==> config.mk <==
export PLATFORM = sky130hd
export DESIGN_NAME = operand_entry
export DESIGN_NICKNAME = d
export VERILOG_FILES = /design/src/rtl/operand_entry.sv
export SDC_FILE = /design/constraint.sdc
export NUM_CORES = 1
export LEC_CHECK = 0
export CAP_MARGIN = 30
export CORE_UTILIZATION = 55
export DETAILED_ROUTE_END_ITERATION = 6
export PLACE_DENSITY_LB_ADDON = 0.25
export SLEW_MARGIN = 30
export SYNTH_ARGS = -nofsm -noshare
export SYNTH_HDL_FRONTEND = slang
export SYNTH_SLANG_ARGS = --single-unit
export TNS_END_PERCENT = 10
==> constraint.sdc <==
create_clock -name clk -period 12.7 [get_ports clk]
set_clock_uncertainty 0.1 [all_clocks]
set_input_delay 2.54 -clock clk [delete_from_list [all_inputs] [get_ports clk]]
set_output_delay 2.54 -clock clk [all_outputs]
set_load 0.03 [all_outputs]
==> src/rtl/operand_entry.sv <==
// Keypad operand entry: builds two signed decimal operands from key strobes
// and presents them as a committed pair until downstream acknowledges.
module operand_entry #(
    parameter int WIDTH      = 32,
    parameter int MAX_DIGITS = 9
) (
    input  logic             clk,
    input  logic             rst_n,
    input  logic             key_valid,
    input  logic [4:0]       key_code,
    input  logic             consume_ack,
    output logic [WIDTH-1:0] dat1,
    output logic [WIDTH-1:0] dat2,
    output logic             port_select,
    output logic [WIDTH-1:0] entry_value,
    output logic             operands_valid,
    output logic             ovf
);

    // state   | meaning
    // ENTER_A | typing operand 1
    // ENTER_B | typing operand 2
    // READY   | pair committed, waiting for consume_ack
    typedef enum logic [1:0] {
        ENTER_A = 2'd0,
        ENTER_B = 2'd1,
        READY   = 2'd2
    } state_t;

    localparam int         CW        = $clog2(MAX_DIGITS + 1);
    localparam logic [4:0] KEY_ENTER = 5'd10;
    localparam logic [4:0] KEY_CLEAR = 5'd11;
    localparam logic [4:0] KEY_SIGN  = 5'd12;

    state_t           r_state, w_state_nxt;
    logic [WIDTH-1:0] r_acc, w_acc_nxt;
    logic [CW-1:0]    r_cnt, w_cnt_nxt;
    logic             r_neg, w_neg_nxt;
    logic [WIDTH-1:0] r_dat1, w_dat1_nxt;
    logic [WIDTH-1:0] r_dat2, w_dat2_nxt;
    logic             r_port_select, w_port_select_nxt;
    logic             r_valid, w_valid_nxt;
    logic             r_ovf, w_ovf_nxt;
    logic [WIDTH-1:0] r_entry, w_entry_nxt;
    logic [WIDTH-1:0] w_value;
    logic [WIDTH-1:0] w_digit;
    logic             w_is_digit;
    logic             w_is_clear;

    assign w_value    = r_neg ? (WIDTH'(0) - r_acc) : r_acc;
    assign w_digit    = WIDTH'(key_code);
    assign w_is_digit = (key_code < 5'd10);
    assign w_is_clear = key_valid && (key_code == KEY_CLEAR);

    always_comb begin
        w_state_nxt       = r_state;
        w_acc_nxt         = r_acc;
        w_cnt_nxt         = r_cnt;
        w_neg_nxt         = r_neg;
        w_dat1_nxt        = r_dat1;
        w_dat2_nxt        = r_dat2;
        w_port_select_nxt = r_port_select;
        w_valid_nxt       = r_valid;
        w_ovf_nxt         = r_ovf;

        if (w_is_clear) begin
            w_state_nxt       = ENTER_A;
            w_acc_nxt         = '0;
            w_cnt_nxt         = '0;
            w_neg_nxt         = 1'b0;
            w_dat1_nxt        = '0;
            w_dat2_nxt        = '0;
            w_port_select_nxt = 1'b0;
            w_valid_nxt       = 1'b0;
            w_ovf_nxt         = 1'b0;
        end else begin
            case (r_state)
                ENTER_A, ENTER_B: begin
                    if (key_valid) begin
                        if (w_is_digit) begin
                            // Leading zeros never consume a digit slot.
                            if (r_cnt == CW'(MAX_DIGITS)) begin
                                w_ovf_nxt = 1'b1;
                            end else if (!(r_acc == '0 && key_code == 5'd0)) begin
                                w_acc_nxt = r_acc * WIDTH'(10) + w_digit;
                                w_cnt_nxt = r_cnt + CW'(1);
                            end
                        end else if (key_code == KEY_SIGN) begin
                            w_neg_nxt = ~r_neg;
                        end else if (key_code == KEY_ENTER) begin
                            w_acc_nxt = '0;
                            w_cnt_nxt = '0;
                            w_neg_nxt = 1'b0;
                            if (r_state == ENTER_A) begin
                                w_dat1_nxt        = w_value;
                                w_port_select_nxt = 1'b1;
                                w_state_nxt       = ENTER_B;
                            end else begin
                                w_dat2_nxt  = w_value;
                                w_valid_nxt = 1'b1;
                                w_state_nxt = READY;
                            end
                        end
                    end
                end
                READY: begin
                    if (consume_ack) begin
                        w_valid_nxt       = 1'b0;
                        w_port_select_nxt = 1'b0;
                        w_state_nxt       = ENTER_A;
                    end
                end
                default: w_state_nxt = ENTER_A;
            endcase
        end

        w_entry_nxt = w_neg_nxt ? (WIDTH'(0) - w_acc_nxt) : w_acc_nxt;
    end

    always_ff @(posedge clk) begin
        if (!rst_n) begin
            r_state       <= ENTER_A;
            r_acc         <= '0;
            r_cnt         <= '0;
            r_neg         <= 1'b0;
            r_dat1        <= '0;
            r_dat2        <= '0;
            r_port_select <= 1'b0;
            r_valid       <= 1'b0;
            r_ovf         <= 1'b0;
            r_entry       <= '0;
        end else begin
            r_state       <= w_state_nxt;
            r_acc         <= w_acc_nxt;
            r_cnt         <= w_cnt_nxt;
            r_neg         <= w_neg_nxt;
            r_dat1        <= w_dat1_nxt;
            r_dat2        <= w_dat2_nxt;
            r_port_select <= w_port_select_nxt;
            r_valid       <= w_valid_nxt;
            r_ovf         <= w_ovf_nxt;
            r_entry       <= w_entry_nxt;
        end
    end

    assign dat1           = r_dat1;
    assign dat2           = r_dat2;
    assign port_select    = r_port_select;
    assign entry_value    = r_entry;
    assign operands_valid = r_valid;
    assign ovf            = r_ovf;

endmodule

==> flow_metrics.env <==
export IMPL_die_area_mm2=0.01747
export IMPL_fmax_mhz=141.9
export IMPL_insertedDiodeCount=0
export IMPL_clock_sinks=137
export IMPL_yosysWarnings=0
export IMPL_num_vias=8905
export IMPL_clockBufferDepth=2
export IMPL_ys_types=90
export IMPL_grt_max_degree=83
export IMPL_finalSetupTns_ns=0
export IMPL_area_delta_synth_final_pct=18.16
export IMPL_syn_nets=1215
export IMPL_finalHoldViolations=0
export IMPL_slew_headroom=0.3186
export IMPL_final_layout_size_suffix_gt1_frac=0.07032
export IMPL_setup_viol=0
export IMPL_drc=0
export IMPL_outcome="completed"
export IMPL_wire_per_inst_um=17.80
export IMPL_cp_buffers_inverters=1
export IMPL_critPathArrivalTime_ns=7.26
export IMPL_grt_pass1_wl_um=40970
export IMPL_clk_latency_ns=0.43
export IMPL_crit_chain="clkdlybuf4s50_1, or2_2, a21o_1, nor2_1, nand2_1, a31oi_2, nand4_1, or3_1, nor2_2, a41oi_1, nor3_2, a31oi_1, mux2_1"
export IMPL_postRouteWirelength_um=25690
export IMPL_synthCells=1138
export IMPL_nFillCells=1420
export IMPL_die_h_um=132.2
export IMPL_peakVddDrop_mv=0.08342
export IMPL_register_area_mm2=0.002743
export IMPL_synth_area_mm2=0.009320
export IMPL_criticalPathCategory="in2reg"
export IMPL_mostFrequentLayoutCell="nor2_1"
export IMPL_worstHoldPathType="reg2reg"
export IMPL_rsz0062_at_grt="no"
export IMPL_fin_cells=1443
export IMPL_seq_area_frac_synth=0.2943
export IMPL_cp_max_fo=19
export IMPL_grt_pass1_vias=8123
export IMPL_leakagePower_nw=4.335
export IMPL_firstDrtPassIters=5
export IMPL_tightest_slew_ns=1.021
export IMPL_io_pins=108
export IMPL_place_congestion=0.9229
export IMPL_fin_crit_sh=0.5549
export IMPL_r2r_setup_slack_ns=7.44
export IMPL_startpoint_type="input pin"
export IMPL_ctsResizeCount=0
export IMPL_numPortBuffers=107
export IMPL_dp_hpwl_um=18890
export IMPL_htree_levels=4
export IMPL_dp_cells=1411
export IMPL_via_per_inst=6.171
export IMPL_synthTopCellsByArea="dfxtp_1 29%, ha_1 8.9%, nor2_1 6.7%"
export IMPL_grt_ovfl_total=0
export IMPL_clkTransAtPathRegs_ns=0.06
export IMPL_endpoint_kind="flip-flop"
export IMPL_finalCriticalPeriod_ns=7.047
export IMPL_synth_avg_cell_area_um2=8.190
export IMPL_cp_required_ns=12.91
export IMPL_grt_total_usage=0.2900
export IMPL_chipWidth_um=132.2
export IMPL_cp_slowest_stage_delay_ns=0.67
export IMPL_synthArstFlopShare=0
export IMPL_root_buffer="clkbuf_16"
export IMPL_synth_top_area_frac=0.2943
export IMPL_synth_edf_count=0
export IMPL_drv_cap=0
export IMPL_numCtsBuffers=17
export IMPL_layout_common_cells="166 x nor2_1, 137 x dfxtp_1, 107 x clkdlybuf4s50_1"
export IMPL_drt_iter0_drc=650
export IMPL_crit_slowest_cell="nand2_1"
export IMPL_antenna_found_initial=0
export IMPL_synth_ff_type="dfxtp_1"
export IMPL_post_cts_buffers=0
export IMPL_multi_input_area_mm2=0.006294
export IMPL_coreArea_mm2=0.01658
export IMPL_antenna_left=0
export IMPL_rows=47
export IMPL_cts_tree="yes"
export IMPL_report_final_slew_viol_count=0
export IMPL_hold_buffers=0
export IMPL_synth_top_area_cell="dfxtp_1"
export IMPL_initial_utilization=0.5620
export IMPL_synth_seq_cells=137
export IMPL_final_nets=1287
export IMPL_cp_top_family="simple AND/OR/NAND/NOR gates"
export IMPL_power_density_mw_per_mm2=94.39
[synth_stat cells, types with 4 or more instances]
cell type	count
a31oi_1	11
buf_1	9
nand4_1	10
dfxtp_1	137
a21o_1	14
nor4_1	6
nand3b_1	4
nand3_1	27
xor2_1	45
a211oi_1	67
inv_1	14
and4_1	5
and2_1	11
ha_1	66
and3_1	19
nand2b_1	5
a21oi_1	67
o31ai_1	10
buf_2	6
nor2b_1	13
mux2i_1	13
a41oi_1	6
nand2_1	89
or4_1	6
xnor2_1	43
nor3_1	26
a22oi_1	6
mux2_1	7
o21bai_1	5
mux2_2	4
a211o_1	4
or3_1	14
or2_2	9
o41ai_1	5
nor2_1	167
o211ai_1	7
o21ai_0	54
o21ai_1	4
clkbuf_1	40
o21a_1	4
[final timing paths]
kind,start,endpoint,cells after the start
max,key_code[2],entry_value[29],13
min,dat1[25],dat1[25],2
max reg2reg,r_acc[1],entry_value[28],15
min reg2reg,dat1[25],dat1[25],2
[worst register-to-register path, cell delays in order, from the launching register on]
cell	delay (ns)
dfxtp_1	0.50
ha_1	0.29
ha_1	0.24
fa_1	0.44
a21o_1	0.24
a221oi_4	0.40
xnor2_1	0.26
and4_1	0.31
and4b_1	0.31
nand4_1	0.20
o211a_1	0.30
a211oi_4	0.34
o2111ai_1	0.18
a211oi_2	0.50
a41oi_1	0.20
mux2_1	0.34
[kinds of logic (layout without fill, tap and decap cells)]
logic type	Yosys count	after routing	synth area share
muxes	24	24	0.02725
AOI/OAI and AO/OA	303	303	0.2246
DFF	137	137	0.2943
and+or+nand+nor	445	445	0.2457
adders and majority gates	68	68	0.09290
buffers and inverters	73	158	0.03262
xor gates and xnor gates	88	88	0.08270
[sequential cells by signal, summed over array words and instances, names as in the netlist]
signal,cells
entry_value,31
r_state,2
ovf,1
dat1,32
port_select,1
r_acc,32
dat2,32
operands_valid,1
r_cnt,4
r_neg,1
[where the power goes]
part           internal [W]  total [W]  switching (W)  leakage [nW]
combinational     0.0000487   0.000142      0.0000932          2.98
sequential         0.000438   0.000445     0.00000745          1.10
clock              0.000256   0.000453       0.000197         0.250
total              0.000742    0.00104       0.000298          4.33
[routing by layer]
layer,vias up,track usage,share of wire
met2,355,0.4809,0.46
met1,4159,0.3747,0.43
met4,0,0.1232,0.033
met3,75,0.04498,0.069
met5,-,0,0
li1,4316,-,-
[per-stage QoR]
step / worst slack, ns / hold WS, ns / utilization / power, W / instance area, um^2
after CTS: 5.731 / 0.3588 / 0.6639 / 0.001039 / 11010
after floorplan: 6.832 / 0.4069 / - / 0.0005508 / 9320
after global placement: 5.518 / 0.3454 / 0.6313 / 0.0005899 / 10470
after global routing: 5.380 / 0.3872 / 0.6641 / 0.001075 / 11010
final: 5.653 / 0.3573 / 0.6641 / 0.001040 / 11010
after detailed placement: 5.375 / 0.3507 / 0.6313 / 0.0005910 / 10470
[area by class of cell]
cell class | count | share of cell area
multi-input cells | 928 | 0.5715
flip-flops and latches | 137 | 0.2490
repair buffers | 112 | 0.1007
clock buffers | 19 | 0.04022
well taps | 220 | 0.02499
clock inverters | 13 | 0.008862
inverters | 14 | 0.004772
Note: power is estimated with default switching activity, not from simulation.
